<file path="src/rtl/gate_tester_pkg.sv">
// Shared definitions for the gate tester: FSM state encoding, truth-table
// constants for common two-input gates, and the per-vector compare helper.
package gate_tester_pkg;

    typedef enum logic [1:0] {
        ST_IDLE   = 2'd0,
        ST_SETTLE = 2'd1,
        ST_DONE   = 2'd2
    } state_t;

    // Expected C for each vector, indexed by {B,A}
    localparam logic [3:0] TT_AND  = 4'b1000;
    localparam logic [3:0] TT_OR   = 4'b1110;
    localparam logic [3:0] TT_XOR  = 4'b0110;
    localparam logic [3:0] TT_NAND = 4'b0111;

    // Index of the final vector in the 00,10,01,11 sequence
    localparam logic [1:0] LAST_IDX = 2'd3;

    // True when the observed response disagrees with the truth table entry
    function automatic logic vec_mismatch(input logic [3:0] truth,
                                          input logic [1:0] vec,
                                          input logic       c);
        return (truth[vec] != c);
    endfunction

endpackage

</file>
<file path="src/rtl/gate_tester_settle_timer.sv">
// Settle counter for the gate tester. Counts cycles a vector has been held;
// expire marks the cycle in which the gate response is sampled.
module settle_timer #(
    parameter int SETTLE = 10,
    parameter int W      = $clog2(SETTLE + 1)
) (
    input  logic clk,
    input  logic rst,
    input  logic load,
    input  logic tick,
    output logic expire
);

    logic [W-1:0] cnt_r;

    // Counter register: cleared on reset or load, advances on tick
    always_ff @(posedge clk) begin
        if (rst) begin
            cnt_r <= '0;
        end else if (load) begin
            cnt_r <= '0;
        end else if (tick) begin
            cnt_r <= cnt_r + W'(1);
        end else begin
            cnt_r <= cnt_r;
        end
    end

    assign expire = (cnt_r == W'(SETTLE - 1));

endmodule

</file>
<file path="src/rtl/gate_tester.sv">
// Exhaustive two-input gate tester. Walks the four input vectors
// (A,B) = 00,10,01,11, holds each for SETTLE cycles, compares the gate
// response C against TRUTH and reports per-vector failures and a count.
module gate_tester
    import gate_tester_pkg::*;
#(
    parameter int         SETTLE = 10,
    parameter logic [3:0] TRUTH  = TT_AND
) (
    input  logic       clk,
    input  logic       rst,
    input  logic       start,
    output logic       A,
    output logic       B,
    input  logic       C,
    output logic       busy,
    output logic       done,
    output logic       pass,
    output logic [2:0] err_count,
    output logic [3:0] fail_vec
);

    state_t     state_r, state_s;
    logic [1:0] idx_r, idx_s;
    logic       a_r, a_s;
    logic       b_r, b_s;
    logic [2:0] err_r, err_s;
    logic [3:0] fail_r, fail_s;
    logic       busy_r, done_r, pass_r;
    logic       load_s, tick_s, expire_s;
    logic [1:0] vec_s;

    settle_timer #(.SETTLE(SETTLE)) u_timer (
        .clk    (clk),
        .rst    (rst),
        .load   (load_s),
        .tick   (tick_s),
        .expire (expire_s)
    );

    // Next-state and datapath update: start arms a run, each expire samples C
    always_comb begin
        state_s = state_r;
        idx_s   = idx_r;
        a_s     = a_r;
        b_s     = b_r;
        err_s   = err_r;
        fail_s  = fail_r;
        load_s  = 1'b0;
        tick_s  = 1'b0;
        vec_s   = {b_r, a_r};
        case (state_r)
            ST_IDLE, ST_DONE: begin
                if (start) begin
                    state_s = ST_SETTLE;
                    idx_s   = 2'd0;
                    a_s     = 1'b0;
                    b_s     = 1'b0;
                    err_s   = 3'd0;
                    fail_s  = 4'd0;
                    load_s  = 1'b1;
                end else begin
                    state_s = state_r;
                end
            end
            ST_SETTLE: begin
                if (expire_s) begin
                    if (vec_mismatch(TRUTH, vec_s, C)) begin
                        fail_s[vec_s] = 1'b1;
                        err_s         = err_r + 3'd1;
                    end else begin
                        err_s = err_r;
                    end
                    load_s = 1'b1;
                    if (idx_r == LAST_IDX) begin
                        state_s = ST_DONE;
                        a_s     = 1'b0;
                        b_s     = 1'b0;
                    end else begin
                        idx_s = idx_r + 2'd1;
                        a_s   = idx_s[0];
                        b_s   = idx_s[1];
                    end
                end else begin
                    tick_s = 1'b1;
                end
            end
            default: begin
                state_s = ST_IDLE;
                idx_s   = 2'd0;
                a_s     = 1'b0;
                b_s     = 1'b0;
                err_s   = 3'd0;
                fail_s  = 4'd0;
                load_s  = 1'b1;
            end
        endcase
    end

    // State and output registers; status flags are decoded from the next state
    always_ff @(posedge clk) begin
        if (rst) begin
            state_r <= ST_IDLE;
            idx_r   <= 2'd0;
            a_r     <= 1'b0;
            b_r     <= 1'b0;
            err_r   <= 3'd0;
            fail_r  <= 4'd0;
            busy_r  <= 1'b0;
            done_r  <= 1'b0;
            pass_r  <= 1'b0;
        end else begin
            state_r <= state_s;
            idx_r   <= idx_s;
            a_r     <= a_s;
            b_r     <= b_s;
            err_r   <= err_s;
            fail_r  <= fail_s;
            busy_r  <= (state_s == ST_SETTLE);
            done_r  <= (state_s == ST_DONE);
            pass_r  <= (state_s == ST_DONE) && (err_s == 3'd0);
        end
    end

    assign A         = a_r;
    assign B         = b_r;
    assign busy      = busy_r;
    assign done      = done_r;
    assign pass      = pass_r;
    assign err_count = err_r;
    assign fail_vec  = fail_r;

endmodule

</file>
<file path="config.mk">
export PLATFORM = sky130hd
export DESIGN_NAME = gate_tester
export DESIGN_NICKNAME = d
export VERILOG_FILES = /design/src/rtl/gate_tester_pkg.sv /design/src/rtl/gate_tester_settle_timer.sv /design/src/rtl/gate_tester.sv
export SDC_FILE = /design/constraint.sdc
export NUM_CORES = 1
export LEC_CHECK = 0
export ABC_AREA = 0
export BUFFER_PORTS_ARGS = -buffer_cell sky130_fd_sc_hd__buf_2
export CAP_MARGIN = 10
export CORE_ASPECT_RATIO = 1.2
export CORE_MARGIN = 2
export CORE_UTILIZATION = 52
export CTS_CLUSTER_DIAMETER = 60
export DETAILED_ROUTE_END_ITERATION = 6
export HOLD_SLACK_MARGIN = 0.03
export PLACE_DENSITY_LB_ADDON = 0.05
export SLEW_MARGIN = 30
export SYNTH_ARGS = -nofsm -noshare
export SYNTH_HDL_FRONTEND = slang
export SYNTH_SLANG_ARGS = --single-unit
</file>
<file path="constraint.sdc">
create_clock -name clk -period 2.1 [get_ports clk]
set_input_delay 0.315 -clock clk [delete_from_list [all_inputs] [get_ports clk]]
set_output_delay 0.315 -clock clk [all_outputs]
set_load 0.02 [all_outputs]
</file>
==> flow_summary_export.csv <==
group,metric,value,unit
status,status,"finished, final reports clean",
place,post-dp-hpwl,1.16,mm
clock_network,cts_sinks,20,
synth,postSynthAreaPerCell,9.53,um2
clock_network,postCtsSetupBuffers,0,
global_route,antenna_found_initial,0,
clock_network,cts_made_buffers,3,
setup_path,slowest_stage,"or4_1",
setup_path,required,2.35,ns
floorplanning,start_util,0.536,
timing,worst_slew_pin_slew,0.517,ns
route,first_pass_iters,4,
floorplanning,die_h,48.2,um
setup_path,cp_data_arrival_time,1.87,ns
layout,drive_above_1_share,0.217,
global_route,grt_pass1_wl,2.33,mm
power_and_ir_drop,powerDensity,703,nW/um2
layout,final_nets,115,
route,vias,696,
layout,n_fill_cell,135,
floorplanning,die_x,40.9,um
setup_path,criticalPathCategory,"flip-flop to flip-flop",
flow_run,cap_violations,0,
floorplanning,row_count,16,
route,via_per_inst,5.61,
power_and_ir_drop,max-vdd-ir-drop,424,uV
setup_path,critPathMaxFanout,9,
timing,hold_violations,0,
clock_network,clk_pin_slew,0.11,ns
clock_network,cts_tree,"yes",
synth,ys_ff_latch,20,
timing,relSlewSlack,0.653,
setup_path,path_cells,"nand2b_1, o22ai_2, or4_1, a21oi_1",
timing,rsz0062_at_grt,"false",
setup_path,critPathCaptureType,"flip-flop",
clock_network,clock_latency,0.31,ns
setup_path,startpoint,"state_r[1]",
layout,area_growth,14.5,%
synth,yosysUniqueCellTypes,32,
synth,synth_warnings,0,
synth,synth-seq-area-share,0.472,
route,routedWlPerCell,13.2,um
timing,max_freq,0.618,GHz
setup_path,max_stage_delay,0.45,ns
setup_path,r2r-start,"state_r[1]",
hold_path,hp-class,"input pin to flip-flop",
place,gp_congestion,0.791,
timing,min_period,1.62,ns
layout,antenna_cells,0,
route,final_antenna_net_count,0,
hold_path,holdPathStages,2,
timing,period_share,0.770,
synth,netlist_area,848,um2
global_route,grt_max_degree,16,
global_route,grt-ovfl-total,0,
timing,fin_skew,0.00646,ns
clock_network,cts-htree-levels,1,
clock_network,cts_resized,0,
setup_path,rrSetupSlack,0.48,ns
hold_path,hold_start,"rst",
global_route,grt_pass1_vias,550,
floorplanning,core-area,1580,um2
place,dpl.cell_count,120,
timing,fin_tns_setup,0,ns
timing,drv_slew,0,
place,portBuffers,15,
setup_path,startpoint_type,"flip-flop",
clock_network,clock-root-buffer,"clkbuf_4",
global_route,track_usage,0.181,
route,wl,1.64,mm
synth,syn_nets,97,
clock_network,holdBufCountCts,0,
layout,instances_no_fill,124,
power_and_ir_drop,p_leak,0.432,nW
clock_network,clockBufferDepth,2,
timing,timing.hold.ws,0.337,ns
floorplanning,num_io_pins,16,
route,drt_iter0_markers,20,
setup_path,r2r_cells,4,
floorplanning,dieArea,1970,um2
timing,setup_viol,0,
route,drcViolationCount,0,
synth,netlist_instances,89,
## report_power, final
group          switching, W  internal [W]
logic             0.0000397     0.0000201
clock network      0.000121      0.000106
registers        0.00000911      0.000388
## kinds of logic after synthesis
kind of cell | synth area share
and+or+nand+nor | 0.208
adders and majority gates | 0.0590
buffers and inverters | 0.0265
xor gates and xnor gates | 0.0310
DFF | 0.472
AOI/OAI and AO/OA | 0.204
## Yosys cell counts
cell type,number,share of area
nor4_1,2,0.015
clkbuf_1,1,0.0044
a32o_1,2,0.024
a22o_1,2,0.021
o22ai_2,1,0.015
xor2_1,2,0.021
and3b_1,1,0.010
a21oi_1,6,0.035
nor2b_1,1,0.0074
or4_1,1,0.0089
nor2_1,15,0.066
a211oi_2,1,0.015
nor3_1,3,0.018
dfxtp_1,20,0.47
and3b_2,1,0.012
inv_1,3,0.013
a32oi_1,1,0.010
nand2b_1,2,0.015
and4_1,1,0.010
nand4_1,1,0.0074
and2b_1,1,0.0089
nand2_1,5,0.022
o21ai_2,1,0.010
a21boi_0,1,0.0089
a21o_1,2,0.018
buf_4,1,0.0089
o211a_1,1,0.012
ha_1,4,0.059
xnor2_1,1,0.010
or2_1,1,0.0074
a22oi_1,1,0.0089
a211oi_1,3,0.027
## cells in the final DEF (no fill, tap or decap), types with 3 or more instances in the layout
cell type  Yosys  final
nor2_1        15     15
ha_1           4      4
nor3_1         3      3
a21oi_1        6      6
inv_1          3      3
dfxtp_1       20     20
buf_2          0     15
nand2_1        5      5
clkbuf_4       0      3
a211oi_1       3      3
## path summary, 6_finish.rpt
kind,end
max,A
min,err_count[2]
max reg2reg,A
min reg2reg,fail_vec[3]
## routing by layer
metal  wire length, um  vias up  GRT usage
met5                 0        -          0
met4                44        0      0.120
met1               752      314      0.228
met3                77        5     0.0320
li1                  -      354          -
met2               761       23      0.278
## critical path: cells and delay by family (launching register included)
family             cells  cell delay (ns)
and+or+nand+nor        2             0.81
AOI/OAI and AO/OA      2             0.32
DFF                    1             0.43
## metrics by stage
stage	util	total power (W)	setup WS [ns]	cell area, um2
after floorplan	-	0.000448	0.634	848
after global placement	0.591	0.000463	0.558	935
after detailed placement	0.591	0.000464	0.513	935
after CTS	0.614	0.000689	0.477	971
after global routing	0.614	0.000709	0.340	971
final	0.614	0.000683	0.482	971
## area by class of cell
type	count	area, um2	area share
sequential	20	400	0.412
inverter	3	11.3	0.0116
multi-input combinational	64	425	0.438
tap	18	22.5	0.0232
timing repair buffer	15	75.1	0.0773
clock buffer	4	36.3	0.0374
## sequential cells by signal, indices dropped and copies added (netlist names)
signal         cells
state_r            2
A                  1
busy               1
idx_r              2
u_timer.cnt_r      4
done               1
pass               1
err_count          3
fail_vec           4
B                  1
Power figures use the tool's default switching activity.
